<file path="config.mk">
export PLATFORM = sky130hd
export DESIGN_NAME = pci_initiator_flat
export DESIGN_NICKNAME = d
export VERILOG_FILES = /design/src/rtl/pci_initiator_pkg.sv /design/src/rtl/pci_initiator_if.sv /design/src/rtl/pci_initiator_devsel_timer.sv /design/src/rtl/pci_initiator.sv /design/src/flat_wrapper.sv
export SDC_FILE = /design/constraint.sdc
export NUM_CORES = 1
export LEC_CHECK = 0
export CAP_MARGIN = 20
export CORE_MARGIN = 10
export CORE_UTILIZATION = 48
export DETAILED_ROUTE_END_ITERATION = 10
export PLACE_DENSITY = 0.87
export SYNTH_ARGS = -nofsm -noshare
export SYNTH_HDL_FRONTEND = slang
export SYNTH_HIERARCHICAL = 1
export SYNTH_SLANG_ARGS = --single-unit
</file>
<file path="constraint.sdc">
create_clock -name clk -period 5.9 [get_ports clk]
set_clock_uncertainty 0.1 [all_clocks]
set_input_delay 0.59 -clock clk [delete_from_list [all_inputs] [get_ports clk]]
set_output_delay 0.59 -clock clk [all_outputs]
set_load 0.05 [all_outputs]
</file>
<file path="src/rtl/pci_initiator_pkg.sv">
// Shared definitions for the PCI initiator: command codes, completion status
// codes, FSM state encoding and the request word-count normaliser.
package pci_initiator_pkg;

  localparam logic [3:0] PciCmdRead  = 4'b0010;
  localparam logic [3:0] PciCmdWrite = 4'b0011;

  typedef enum logic [1:0] {
    StatOk     = 2'b00,
    StatMabort = 2'b01,
    StatTabort = 2'b10
  } status_e;

  typedef enum logic [1:0] {
    StIdle,
    StAddr,
    StData,
    StAbort
  } state_e;

  // A zero count still moves one word; anything beyond the burst limit is clipped.
  function automatic logic [2:0] norm_count(logic [2:0] count, int unsigned max_words);
    if (count == 3'd0) return 3'd1;
    if (32'(count) > max_words) return 3'(max_words);
    return count;
  endfunction

endpackage

</file>
<file path="src/rtl/pci_initiator_if.sv">
// PCI bus signals between an initiator (master) and a target (slave).
//   frame_n, irdy_n : FRAME#, IRDY# driven by the initiator
//   cbe             : C/BE# (command in address phase, byte enables in data)
//   ad_out, ad_oe   : AD drive value and its output enable
//   ad_in           : sampled AD
//   devsel_n, trdy_n: DEVSEL#, TRDY# driven by the target
interface pci_initiator_if #(
  parameter int unsigned DATA_W = 32
);
  logic              frame_n;
  logic              irdy_n;
  logic [3:0]        cbe;
  logic [DATA_W-1:0] ad_out;
  logic              ad_oe;
  logic [DATA_W-1:0] ad_in;
  logic              devsel_n;
  logic              trdy_n;

  modport master (
    output frame_n, irdy_n, cbe, ad_out, ad_oe,
    input  ad_in, devsel_n, trdy_n
  );

  modport slave (
    input  frame_n, irdy_n, cbe, ad_out, ad_oe,
    output ad_in, devsel_n, trdy_n
  );
endinterface

</file>
<file path="src/rtl/pci_initiator_devsel_timer.sv">
// DEVSEL# watchdog for master-abort detection.
//   clk, rst : clock, synchronous active-high reset
//   load     : restart the count (address phase)
//   run      : count one edge (data phase with DEVSEL# not yet seen)
//   expire   : this edge is the TIMEOUT-th counted edge since load
module pci_initiator_devsel_timer #(
  parameter int unsigned TIMEOUT = 5
) (
  input  logic clk,
  input  logic rst,
  input  logic load,
  input  logic run,
  output logic expire
);
  localparam int unsigned CntW = $clog2(TIMEOUT + 1);

  logic [CntW-1:0] cnt_q;

  always_ff @(posedge clk) begin
    if (rst) begin
      cnt_q <= '0;
    end else if (load) begin
      cnt_q <= CntW'(TIMEOUT);
    end else if (run && cnt_q != '0) begin
      cnt_q <= cnt_q - CntW'(1);
    end
  end

  assign expire = run && (cnt_q == CntW'(1));

endmodule

</file>
<file path="src/rtl/pci_initiator.sv">
// PCI bus master: takes one request (command, address, up to MAX_WORDS words)
// and runs a single burst read or write, then reports status and word count.
//   clk, rst                 : clock, synchronous active-high reset
//   req_valid/req_ready      : request handshake (ready only while idle)
//   req_cmd/addr/count       : command, target address, word count
//   wr_data/wr_be            : write words and active-low byte enables, word0 lowest
//   rd_data                  : read words, same packing
//   done/status/xfer_cnt     : completion pulse, 00 ok / 01 master / 10 target abort,
//                              words actually moved
//   bus                      : PCI initiator-side bus signals
module pci_initiator
  import pci_initiator_pkg::*;
#(
  parameter int unsigned DATA_W         = 32,
  parameter int unsigned MAX_WORDS      = 4,
  parameter int unsigned DEVSEL_TIMEOUT = 5,
  parameter logic [3:0]  PCI_READ       = PciCmdRead,
  parameter logic [3:0]  PCI_WRITE      = PciCmdWrite
) (
  input  logic                          clk,
  input  logic                          rst,
  input  logic                          req_valid,
  output logic                          req_ready,
  input  logic [3:0]                    req_cmd,
  input  logic [DATA_W-1:0]             req_addr,
  input  logic [2:0]                    req_count,
  input  logic [MAX_WORDS*DATA_W-1:0]   wr_data,
  input  logic [MAX_WORDS*4-1:0]        wr_be,
  output logic [MAX_WORDS*DATA_W-1:0]   rd_data,
  output logic                          done,
  output logic [1:0]                    status,
  output logic [2:0]                    xfer_cnt,
  pci_initiator_if.master               bus
);
  localparam int unsigned SelW = $clog2(MAX_WORDS);

  state_e            state_q, state_d;
  logic [3:0]        cmd_q;
  logic [DATA_W-1:0] addr_q;
  logic [2:0]        count_q, idx_q, xfer_q;
  logic [DATA_W-1:0] wdata_q [MAX_WORDS];
  logic [3:0]        be_q    [MAX_WORDS];
  logic [DATA_W-1:0] rd_q    [MAX_WORDS];
  logic              seen_q, done_q;
  status_e           status_q;

  logic            last, xfer, expire;
  logic [SelW-1:0] sel;

  assign sel  = idx_q[SelW-1:0];
  assign last = (idx_q == count_q - 3'd1);
  // IRDY# is always asserted in DATA, so a completed beat needs only the target side.
  assign xfer = ~bus.devsel_n & ~bus.trdy_n;

  pci_initiator_devsel_timer #(
    .TIMEOUT(DEVSEL_TIMEOUT)
  ) u_devsel_timer (
    .clk   (clk),
    .rst   (rst),
    .load  (state_q == StAddr),
    .run   ((state_q == StData) && !seen_q),
    .expire(expire)
  );

  always_ff @(posedge clk) begin
    if (rst) state_q <= StIdle;
    else     state_q <= state_d;
  end

  always_comb begin
    state_d = state_q;
    unique case (state_q)
      StIdle:  if (req_valid) state_d = StAddr;
      StAddr:  state_d = StData;
      StData: begin
        if (xfer && last) begin
          state_d = StIdle;
        end else if (bus.devsel_n && (seen_q || expire)) begin
          state_d = StAbort;
        end
      end
      StAbort: state_d = StIdle;
      default: state_d = StIdle;
    endcase
  end

  always_comb begin
    req_ready   = 1'b0;
    bus.frame_n = 1'b1;
    bus.irdy_n  = 1'b1;
    bus.cbe     = 4'hF;
    bus.ad_out  = '0;
    bus.ad_oe   = 1'b0;
    unique case (state_q)
      StIdle: req_ready = 1'b1;
      StAddr: begin
        bus.frame_n = 1'b0;
        bus.ad_oe   = 1'b1;
        bus.ad_out  = addr_q;
        bus.cbe     = cmd_q;
      end
      StData: begin
        bus.irdy_n  = 1'b0;
        bus.frame_n = last;
        bus.cbe     = be_q[sel];
        if (cmd_q == PCI_WRITE) begin
          bus.ad_oe  = 1'b1;
          bus.ad_out = wdata_q[sel];
        end
      end
      StAbort: bus.irdy_n = 1'b0;
      default: ;
    endcase
  end

  always_ff @(posedge clk) begin
    if (rst) begin
      cmd_q    <= 4'h0;
      addr_q   <= '0;
      count_q  <= 3'd1;
      idx_q    <= 3'd0;
      xfer_q   <= 3'd0;
      seen_q   <= 1'b0;
      done_q   <= 1'b0;
      status_q <= StatOk;
      for (int i = 0; i < MAX_WORDS; i++) begin
        wdata_q[i] <= '0;
        be_q[i]    <= 4'hF;
        rd_q[i]    <= '0;
      end
    end else begin
      done_q <= 1'b0;
      unique case (state_q)
        StIdle: begin
          if (req_valid) begin
            cmd_q    <= req_cmd;
            addr_q   <= req_addr;
            count_q  <= norm_count(req_count, MAX_WORDS);
            idx_q    <= 3'd0;
            xfer_q   <= 3'd0;
            seen_q   <= 1'b0;
            status_q <= StatOk;
            for (int i = 0; i < MAX_WORDS; i++) begin
              wdata_q[i] <= wr_data[DATA_W*i +: DATA_W];
              be_q[i]    <= wr_be[4*i +: 4];
            end
          end
        end
        StData: begin
          if (!bus.devsel_n) seen_q <= 1'b1;
          if (xfer) begin
            if (cmd_q == PCI_READ) rd_q[sel] <= bus.ad_in;
            idx_q  <= idx_q + 3'd1;
            xfer_q <= xfer_q + 3'd1;
            if (last) done_q <= 1'b1;
          end else if (state_d == StAbort) begin
            // DEVSEL# dropping after being claimed is the target's abort.
            status_q <= seen_q ? StatTabort : StatMabort;
          end
        end
        StAbort: done_q <= 1'b1;
        default: ;
      endcase
    end
  end

  always_comb begin
    for (int i = 0; i < MAX_WORDS; i++) begin
      rd_data[DATA_W*i +: DATA_W] = rd_q[i];
    end
  end

  assign done     = done_q;
  assign status   = status_q;
  assign xfer_cnt = xfer_q;

endmodule

</file>
<file path="src/flat_wrapper.sv">
// flat-port wrapper written by rule: the top's interface ports become plain ports
module pci_initiator_flat import pci_initiator_pkg::*;
#(
  parameter int unsigned DATA_W         = 32,
  parameter int unsigned MAX_WORDS      = 4,
  parameter int unsigned DEVSEL_TIMEOUT = 5,
  parameter logic [3:0]  PCI_READ       = PciCmdRead,
  parameter logic [3:0]  PCI_WRITE      = PciCmdWrite
)
  (clk, rst, req_valid, req_ready, req_cmd, req_addr, req_count, wr_data, wr_be, rd_data, done, status, xfer_cnt, bus_frame_n, bus_irdy_n, bus_cbe, bus_ad_out, bus_ad_oe, bus_ad_in, bus_devsel_n, bus_trdy_n);
  pci_initiator_if #(.DATA_W(DATA_W)) bus_i ();
  input  logic clk;
  input  logic rst;
  input  logic req_valid;
  output logic req_ready;
  input  logic [3:0] req_cmd;
  input  logic [DATA_W-1:0] req_addr;
  input  logic [2:0] req_count;
  input  logic [MAX_WORDS*DATA_W-1:0] wr_data;
  input  logic [MAX_WORDS*4-1:0] wr_be;
  output logic [MAX_WORDS*DATA_W-1:0] rd_data;
  output logic done;
  output logic [1:0] status;
  output logic [2:0] xfer_cnt;
  output wire logic [$bits(bus_i.frame_n)-1:0] bus_frame_n;
  output wire logic [$bits(bus_i.irdy_n)-1:0] bus_irdy_n;
  output wire logic [$bits(bus_i.cbe)-1:0] bus_cbe;
  output wire logic [$bits(bus_i.ad_out)-1:0] bus_ad_out;
  output wire logic [$bits(bus_i.ad_oe)-1:0] bus_ad_oe;
  input wire logic [$bits(bus_i.ad_in)-1:0] bus_ad_in;
  input wire logic [$bits(bus_i.devsel_n)-1:0] bus_devsel_n;
  input wire logic [$bits(bus_i.trdy_n)-1:0] bus_trdy_n;
  assign bus_frame_n = bus_i.frame_n;
  assign bus_irdy_n = bus_i.irdy_n;
  assign bus_cbe = bus_i.cbe;
  assign bus_ad_out = bus_i.ad_out;
  assign bus_ad_oe = bus_i.ad_oe;
  assign bus_i.ad_in = bus_ad_in;
  assign bus_i.devsel_n = bus_devsel_n;
  assign bus_i.trdy_n = bus_trdy_n;
  pci_initiator #(.DATA_W(DATA_W), .MAX_WORDS(MAX_WORDS), .DEVSEL_TIMEOUT(DEVSEL_TIMEOUT), .PCI_READ(PCI_READ), .PCI_WRITE(PCI_WRITE)) u_core (.clk(clk), .rst(rst), .req_valid(req_valid), .req_ready(req_ready), .req_cmd(req_cmd), .req_addr(req_addr), .req_count(req_count), .wr_data(wr_data), .wr_be(wr_be), .rd_data(rd_data), .done(done), .status(status), .xfer_cnt(xfer_cnt), .bus(bus_i));
endmodule
</file>
==> results of run 1 <==
## logic make-up after synthesis
kind of cell | Yosys count | synth area share
adder cells (fa/ha/maj) | 10 | 0.00912
AO/OA/AOI/OAI | 102 | 0.0566
XOR/XNOR | 6 | 0.00492
flip-flops | 328 | 0.677
AND/OR/NAND/NOR | 366 | 0.168
buffers and inverters | 74 | 0.0242
multiplexers | 38 | 0.0606
## worst max-delay path by stage
| stage | from | endpoint | slack [ns] |
|---|---|---|---|
| 2_1_floorplan | u_core/state_q[1] | u_core/be_q[0][0] | 0.99 |
| 6_report | u_core/state_q[0] | bus_ad_out[0] | 1.34 |
| 4_1_cts | u_core/state_q[0] | bus_ad_out[0] | 1.33 |
| 5_1_grt | u_core/state_q[0] | bus_ad_out[1] | 1.18 |
| 3_3_place_gp | bus_devsel_n | u_core/rd_q[0][30] | 1.85 |
| 3_5_place_dp | bus_devsel_n | u_core/rd_q[0][25] | 1.72 |
## through the flow
step / hold WS (ns) / total power (µW) / cells
detailed placement: 0.359 / 3510 / 1643
finish: 0.375 / 5590 / 1707
global route: 0.397 / 5760 / 1707
global placement: 0.356 / 3480 / 1642
CTS: 0.374 / 5640 / 1705
floorplan: 0.342 / 3160 / 924
## cells in the final DEF (no fill, tap or decap), drive strengths merged, types with 3 or more instances in the layout
cell           Yosys  final
inv               13     13
or3               16     16
a21oi              8      8
xor2               4      4
or2                4      4
clkinvlp           0      5
buf               18     10
nand3              6      6
nor2b             34     34
nand2             12     12
a22oi             33     33
clkinv             0      6
dfxtp             56     56
nor3b              3      3
and2             258    258
edfxtp           272    272
nor3               4      4
clkdlybuf4s50      0    393
nor2              18     18
mux4              36     36
a22o              36     36
o22ai              3      3
o211ai             3      3
ha                10     10
clkbuf            43     49
o21ai              9      9
## cell usage after synthesis (2+ instances only)
| master | number | area, µm² |
|---|---|---|
| edfxtp_1 | 272 | 8170 |
| and2_1 | 244 | 1530 |
| dfxtp_1 | 56 | 1120 |
| clkbuf_1 | 37 | 139 |
| a22o_1 | 36 | 315 |
| mux4_2 | 36 | 811 |
| nor2b_1 | 34 | 213 |
| a22oi_1 | 33 | 248 |
| nor2_1 | 18 | 67.6 |
| or3_1 | 16 | 100 |
| and2_2 | 14 | 105 |
| inv_1 | 13 | 48.8 |
| nand2_1 | 12 | 45.0 |
| buf_2 | 10 | 50.1 |
| ha_1 | 10 | 125 |
| o21ai_0 | 9 | 45.0 |
| a21oi_1 | 8 | 40.0 |
| clkbuf_2 | 6 | 30.0 |
| nand3_1 | 6 | 30.0 |
| buf_6 | 4 | 45.0 |
| nor3_1 | 4 | 20.0 |
| xor2_1 | 4 | 35.0 |
| buf_1 | 3 | 11.3 |
| o211ai_1 | 3 | 22.5 |
| o22ai_1 | 3 | 18.8 |
| or2_2 | 3 | 18.8 |
| a211oi_1 | 2 | 15.0 |
| a32o_1 | 2 | 20.0 |
| and3b_2 | 2 | 20.0 |
| nor3b_1 | 2 | 15.0 |
## registers in the layout (all words and copies together) (netlist names), named ones only
register / flops
u_core/addr_q: 32
u_core/be_q: 16
u_core/cmd_q: 4
u_core/count_q: 3
u_core/done: 1
u_core/idx_q: 3
u_core/rd_q: 128
u_core/seen_q: 1
u_core/state_q: 2
u_core/status: 2
u_core/u_devsel_timer/cnt_q: 3
u_core/wdata_q: 128
u_core/xfer_cnt: 3
## area by class of cell
class / instances / area [µm²] / area share
inverter: 13 / 53.8 / 0.00282
sequential: 328 / 9290 / 0.486
multi-input combinational: 522 / 4130 / 0.216
clock inverter: 13 / 125 / 0.00655
clock buffer: 49 / 991 / 0.0519
tap: 378 / 473 / 0.0248
timing repair buffer: 403 / 4040 / 0.211
antenna: 1 / 2.50 / 0.000131
## routing by layer
metal | global-route usage | routed length, µm | up-vias
li1 | - | - | 4126
met1 | 0.241 | 14400 | 4372
met2 | 0.373 | 19600 | 527
met3 | 0.0728 | 4480 | 77
met4 | 0.0656 | 1240 | 4
met5 | 0 | 23 | -
## where the power goes
group          internal (µW)  switching [µW]
clock                   1260             863
combinational            322             397
sequential              2680            65.0
==> results.txt, run 1 <==
Detailed-route DRC error count - 0
Crit-path max FO - 33
First-pass iteration count of the detailed router - 5
CTS hold repair buffers - 0
Hold Crit Depth - 1
Clock buffer depth - 3
Setup slack after layout - 1.34 ns
Largest net degree at the start of global routing - 116
R2r setup slk - 2.13 ns
Synth async-reset ratio - 0
Hold path startpoint - u_core/count_q[1]
Gr usage total - 0.213
PortBufs - 393
Cts bufs inserted - 34
Buf/Inv on CP - 2
Max cap viols - 0
Final setup vio count - 0
Crit path largest cell delay - 0.84 ns
Hold crit path type - reg2reg
Chip height - 189 µm
Syn_nets - 1154
Initial Utilization - 0.490
Unrepaired setup endpoints after global routing - false
Vias in the first global route - 9676
Max IR drop VDD - 0.258 mV
FF+latch count, synth - 328
H-tree Lvls - 2
Reg2reg start - u_core/state_q[0]
Fin crit period - 4.56 ns
Synth-to-layout area growth - 39.2%
Critical Path AT - 3.87 ns
Worst-Skew Late Latency - 0.49 ns
Status - completed
Lkg Pwr - 0.00687 µW
R2r endpoint - u_core/rd_q[2][11]
Worst path required time - 5.21 ns
Initial DRC Count - 665
Sequential share of the synthesized area - 0.677
Mapped Area - 13700 µm²
Startpoint Class - flop
Fmax - 219 MHz
Core ar. - 28000 µm²
Post-DP HPWL - 28.5 mm
Via density - 5.33
Top_reg_cell synth - edfxtp_1
# fillers - 1812
Place WS - 1.72 ns
Setup repair bufs after CTS - 0
Post-synth EDFFs - 272
Post-Synthesis Cells - 924
Root Driver - clkbuf_16
Chip width - 189 µm
Post-route ant nets - 0
Post-CTS Resized - 0
WS Path Type - reg2out
Layout cell share with drive strength beyond 1 - 0.0986
Initial antenna violation count - 3
Final hold vios - 0
Worst-Margin Slew - 1.07 ns
Full die area - 35800 µm²
Setup Total Neg Slack - 0 ns
Post-DP Area - 18000 µm²
PwrDens - 292 nW/µm²
Wire length of the first global-routing pass - 59.0 mm
Yosys Warn Count - 6
Wirelength, routed - 39.7 mm
Final instance area - 19100 µm²
Mean post-synth cell area - 14.9 µm²
Highest-delay cell along the critical path - clkdlybuf4s50_1
CP Depth - 7
FP Rows - 61
CTS tree - done
Worst path cell trace - inv_1, ha_1, nand4bb_4, nor2_4, a22oi_1, nor2b_1, clkdlybuf4s50_1
FF-to-FF path depth - 7
CP Capture Type - output port
Io pins - 394
Fin nets - 1532
Vias - 9106
Final core utilization - 0.682
Count of cell types in the netlist - 52
Worst slew margin - 0.288
GPL Wtd Cong - 0.858
Crit path max-delay family - simple AND/OR/NAND/NOR gates
Grt ovf - 0
Sink Count - 328
Drt wl/cell - 23.2 µm
Hold Path End - u_core/count_q[1]
Final period util - 0.774
CTS clk-pin slew, worst paths - 0.06 ns
Slew Viols, Final - 0
Power figures use the tool's default switching activity.
==> run 2: changes to the inputs <==
Clock period 5.9 ns to 4.43 ns, I/O delays scaled along.
==> results.txt, run 2 (synthesis results as in run 1) <==
PortBufs - 393 (unchanged)
Commonest non-fill, non-tap cells in the layout - 392 x clkdlybuf4s50_1, 272 x edfxtp_1, 244 x and2_1, 54 x dfxtp_1, 37 x clkbuf_16 (was 393 x clkdlybuf4s50_1, 272 x edfxtp_1, 244 x and2_1, 54 x dfxtp_1, 37 x clkbuf_16)
GPL Wtd Cong - 0.866 (was 0.858)
Top flop regs - u_core/rd_q: 128 flops, u_core/wdata_q: 128 flops, u_core/addr_q: 32 flops (unchanged)
FP Rows - 61 (unchanged)
Worst-Skew Late Latency - 0.50 ns (was 0.49 ns)
WS Path Type - reg2out (unchanged)
FF-to-FF path depth - 6 (was 7)
Setup slack after layout - 0.422 ns (was 1.34 ns)
Full die area - 35800 µm² (unchanged)
Switching part of the total power - 0.241 (was 0.237)
CP Capture Type - output port (unchanged)
Post-route ant nets - 0 (unchanged)
Grt ovf - 0 (unchanged)
Worst slew margin - 0.283 (was 0.288)
Critical Path AT - 3.47 ns (was 3.87 ns)
Detailed-route DRC error count - 0 (unchanged)
Lkg Pwr - 0.00693 µW (was 0.00687 µW)
Max cap viols - 0 (unchanged)
Final hold vios - 0 (unchanged)
Final instance area - 19200 µm² (was 19100 µm²)
Post-DP HPWL - 28.2 mm (was 28.5 mm)
Root Driver - clkbuf_16 (unchanged)
Crit-path max FO - 32 (was 33)
Fin crit period - 4.01 ns
PwrDens - 387 nW/µm² (was 292 nW/µm²)
Worst-Margin Slew - 1.07 ns (about the same)
Vias - 9106 (unchanged)
Fin nets - 1541 (was 1532)
Buf/Inv on CP - 3 (was 2)
Clock buffer depth - 3 (unchanged)
Chip height - 189 µm (unchanged)
Startpoint Class - flop (unchanged)
Wire length of the first global-routing pass - 60.1 mm (was 59.0 mm)
Post-CTS Resized - 0 (unchanged)
Gr usage total - 0.218 (was 0.213)
Vias in the first global route - 9804 (was 9676)
P_sw - 1790 µW (was 1330 µW)
Synth-to-layout area growth - 39.9% (was 39.2%)
Final setup vio count - 0 (unchanged)
Worst path cell trace - inv_1, ha_1, nand4bb_4, nor2_4, buf_4, a22oi_1, nor2b_1, clkdlybuf4s50_1 (was inv_1, ha_1, nand4bb_4, nor2_4, a22oi_1, nor2b_1, clkdlybuf4s50_1)
Post-DP Area - 18100 µm² (was 18000 µm²)
Hold Crit Depth - 1 (unchanged)
Initial Utilization - 0.490 (unchanged)
CP Depth - 8 (was 7)
Setup Total Neg Slack - 0 ns (unchanged)
Drt wl/cell - 23.4 µm (was 23.2 µm)
Initial antenna violation count - 4 (was 3)
Cts bufs inserted - 35 (was 34)
Internal cell power - 5640 µW (was 4260 µW)
Crit path max-delay family - buffers and inverters (was simple AND/OR/NAND/NOR gates)
Status - completed (unchanged)
Wirelength, routed - 40.2 mm (was 39.7 mm)
Commonest non-fill, non-tap cell in the layout - clkdlybuf4s50_1 (unchanged)
Highest-delay cell along the critical path - nor2_4 (was clkdlybuf4s50_1)
Via density - 5.31 (was 5.33)
Initial DRC Count - 679 (was 665)
Slew Viols, Final - 0 (unchanged)
Final period util - 0.905
Sink Count - 328 (unchanged)
Flop pwr share - 0.491 (about the same)
Fmax - 249 MHz
Setup repair bufs after CTS - 0 (unchanged)
CTS tree - done (unchanged)
Layout cell share with drive strength beyond 1 - 0.103 (was 0.0986)
Hold WS - 0.369 ns (was 0.375 ns)
CTS clk-pin slew, worst paths - 0.06 ns (about the same)
First-pass iteration count of the detailed router - 5 (unchanged)
Io pins - 394 (unchanged)
Worst path required time - 3.89 ns (was 5.21 ns)
R2r setup slk - 1.53 ns (was 2.13 ns)
Place WS - 0.947 ns (was 1.72 ns)
Hold crit path type - reg2reg (unchanged)
Core ar. - 28000 µm² (unchanged)
Max IR drop VDD - 0.363 mV (was 0.258 mV)
Largest net degree at the start of global routing - 59 (was 116)
Chip width - 189 µm (unchanged)
Combinational power share - 0.131 (was 0.129)
Unrepaired setup endpoints after global routing - false (unchanged)
H-tree Lvls - 2 (unchanged)
Crit path largest cell delay - 0.84 ns (about the same)
Clk pwr share - 0.378 (was 0.380)
CTS hold repair buffers - 0 (unchanged)
Final core utilization - 0.685 (was 0.682)
[run 2: changes by cell type in the layout (fill, tap and decap cells not counted), moves of 2 or more]
cell	change
clkbuf_1	-4
buf_12	+6
clkinvlp_4	-2
buf_4	+5
clkinv_1	+7
[run 2: worst paths after layout]
path                                        start            endpoint
worst max-delay path            u_core/state_q[0]      bus_ad_out[28]
worst min-delay path            u_core/count_q[1]   u_core/count_q[1]
worst max register to register  u_core/state_q[0]  u_core/rd_q[2][29]
worst min register to register  u_core/count_q[1]   u_core/count_q[1]
[run 2: area by class of cell]
cell class	instances	area [µm²]
clock buffer	46	990
inverter	13	52.6
multi-input combinational	522	4130
tap	378	473
clock inverter	17	119
sequential	328	9290
antenna	1	2.50
timing repair buffer	411	4140
fill	1818	8810
[run 2: power by group through the flow]
stage | combinational (µW) | sequential, µW | clock (µW)
after CTS | 980 | 3650 | 2850
after detailed placement | 972 | 3710 | 0
after global routing | 1030 | 3670 | 2970
after floorplan | 380 | 3830 | 0
after global placement | 954 | 3700 | 0
final | 974 | 3650 | 2810
[run 2: worst reg2reg max path: cells and delay by family, from the launching register on]
kind                     cells  cell delay [ns]
adder cells (fa/ha/maj)      1             0.24
buffers and inverters        1             0.11
flip-flops                   1             0.33
AND/OR/NAND/NOR              4             1.74
[run 2: per-layer routing]
metal	vias up	track usage	part of all wire
li1	4144	-	-
met1	4400	0.248	0.36
met2	492	0.371	0.49
met3	66	0.0834	0.12
met4	4	0.0656	0.024
met5	-	0	0.00067
[run 2: per-stage QoR]
step | power (µW) | std cells
after global routing | 7670 | 1716
final | 7430 | 1716
after CTS | 7480 | 1715
after detailed placement | 4680 | 1652
after global placement | 4650 | 1652
after floorplan | 4210 | 924
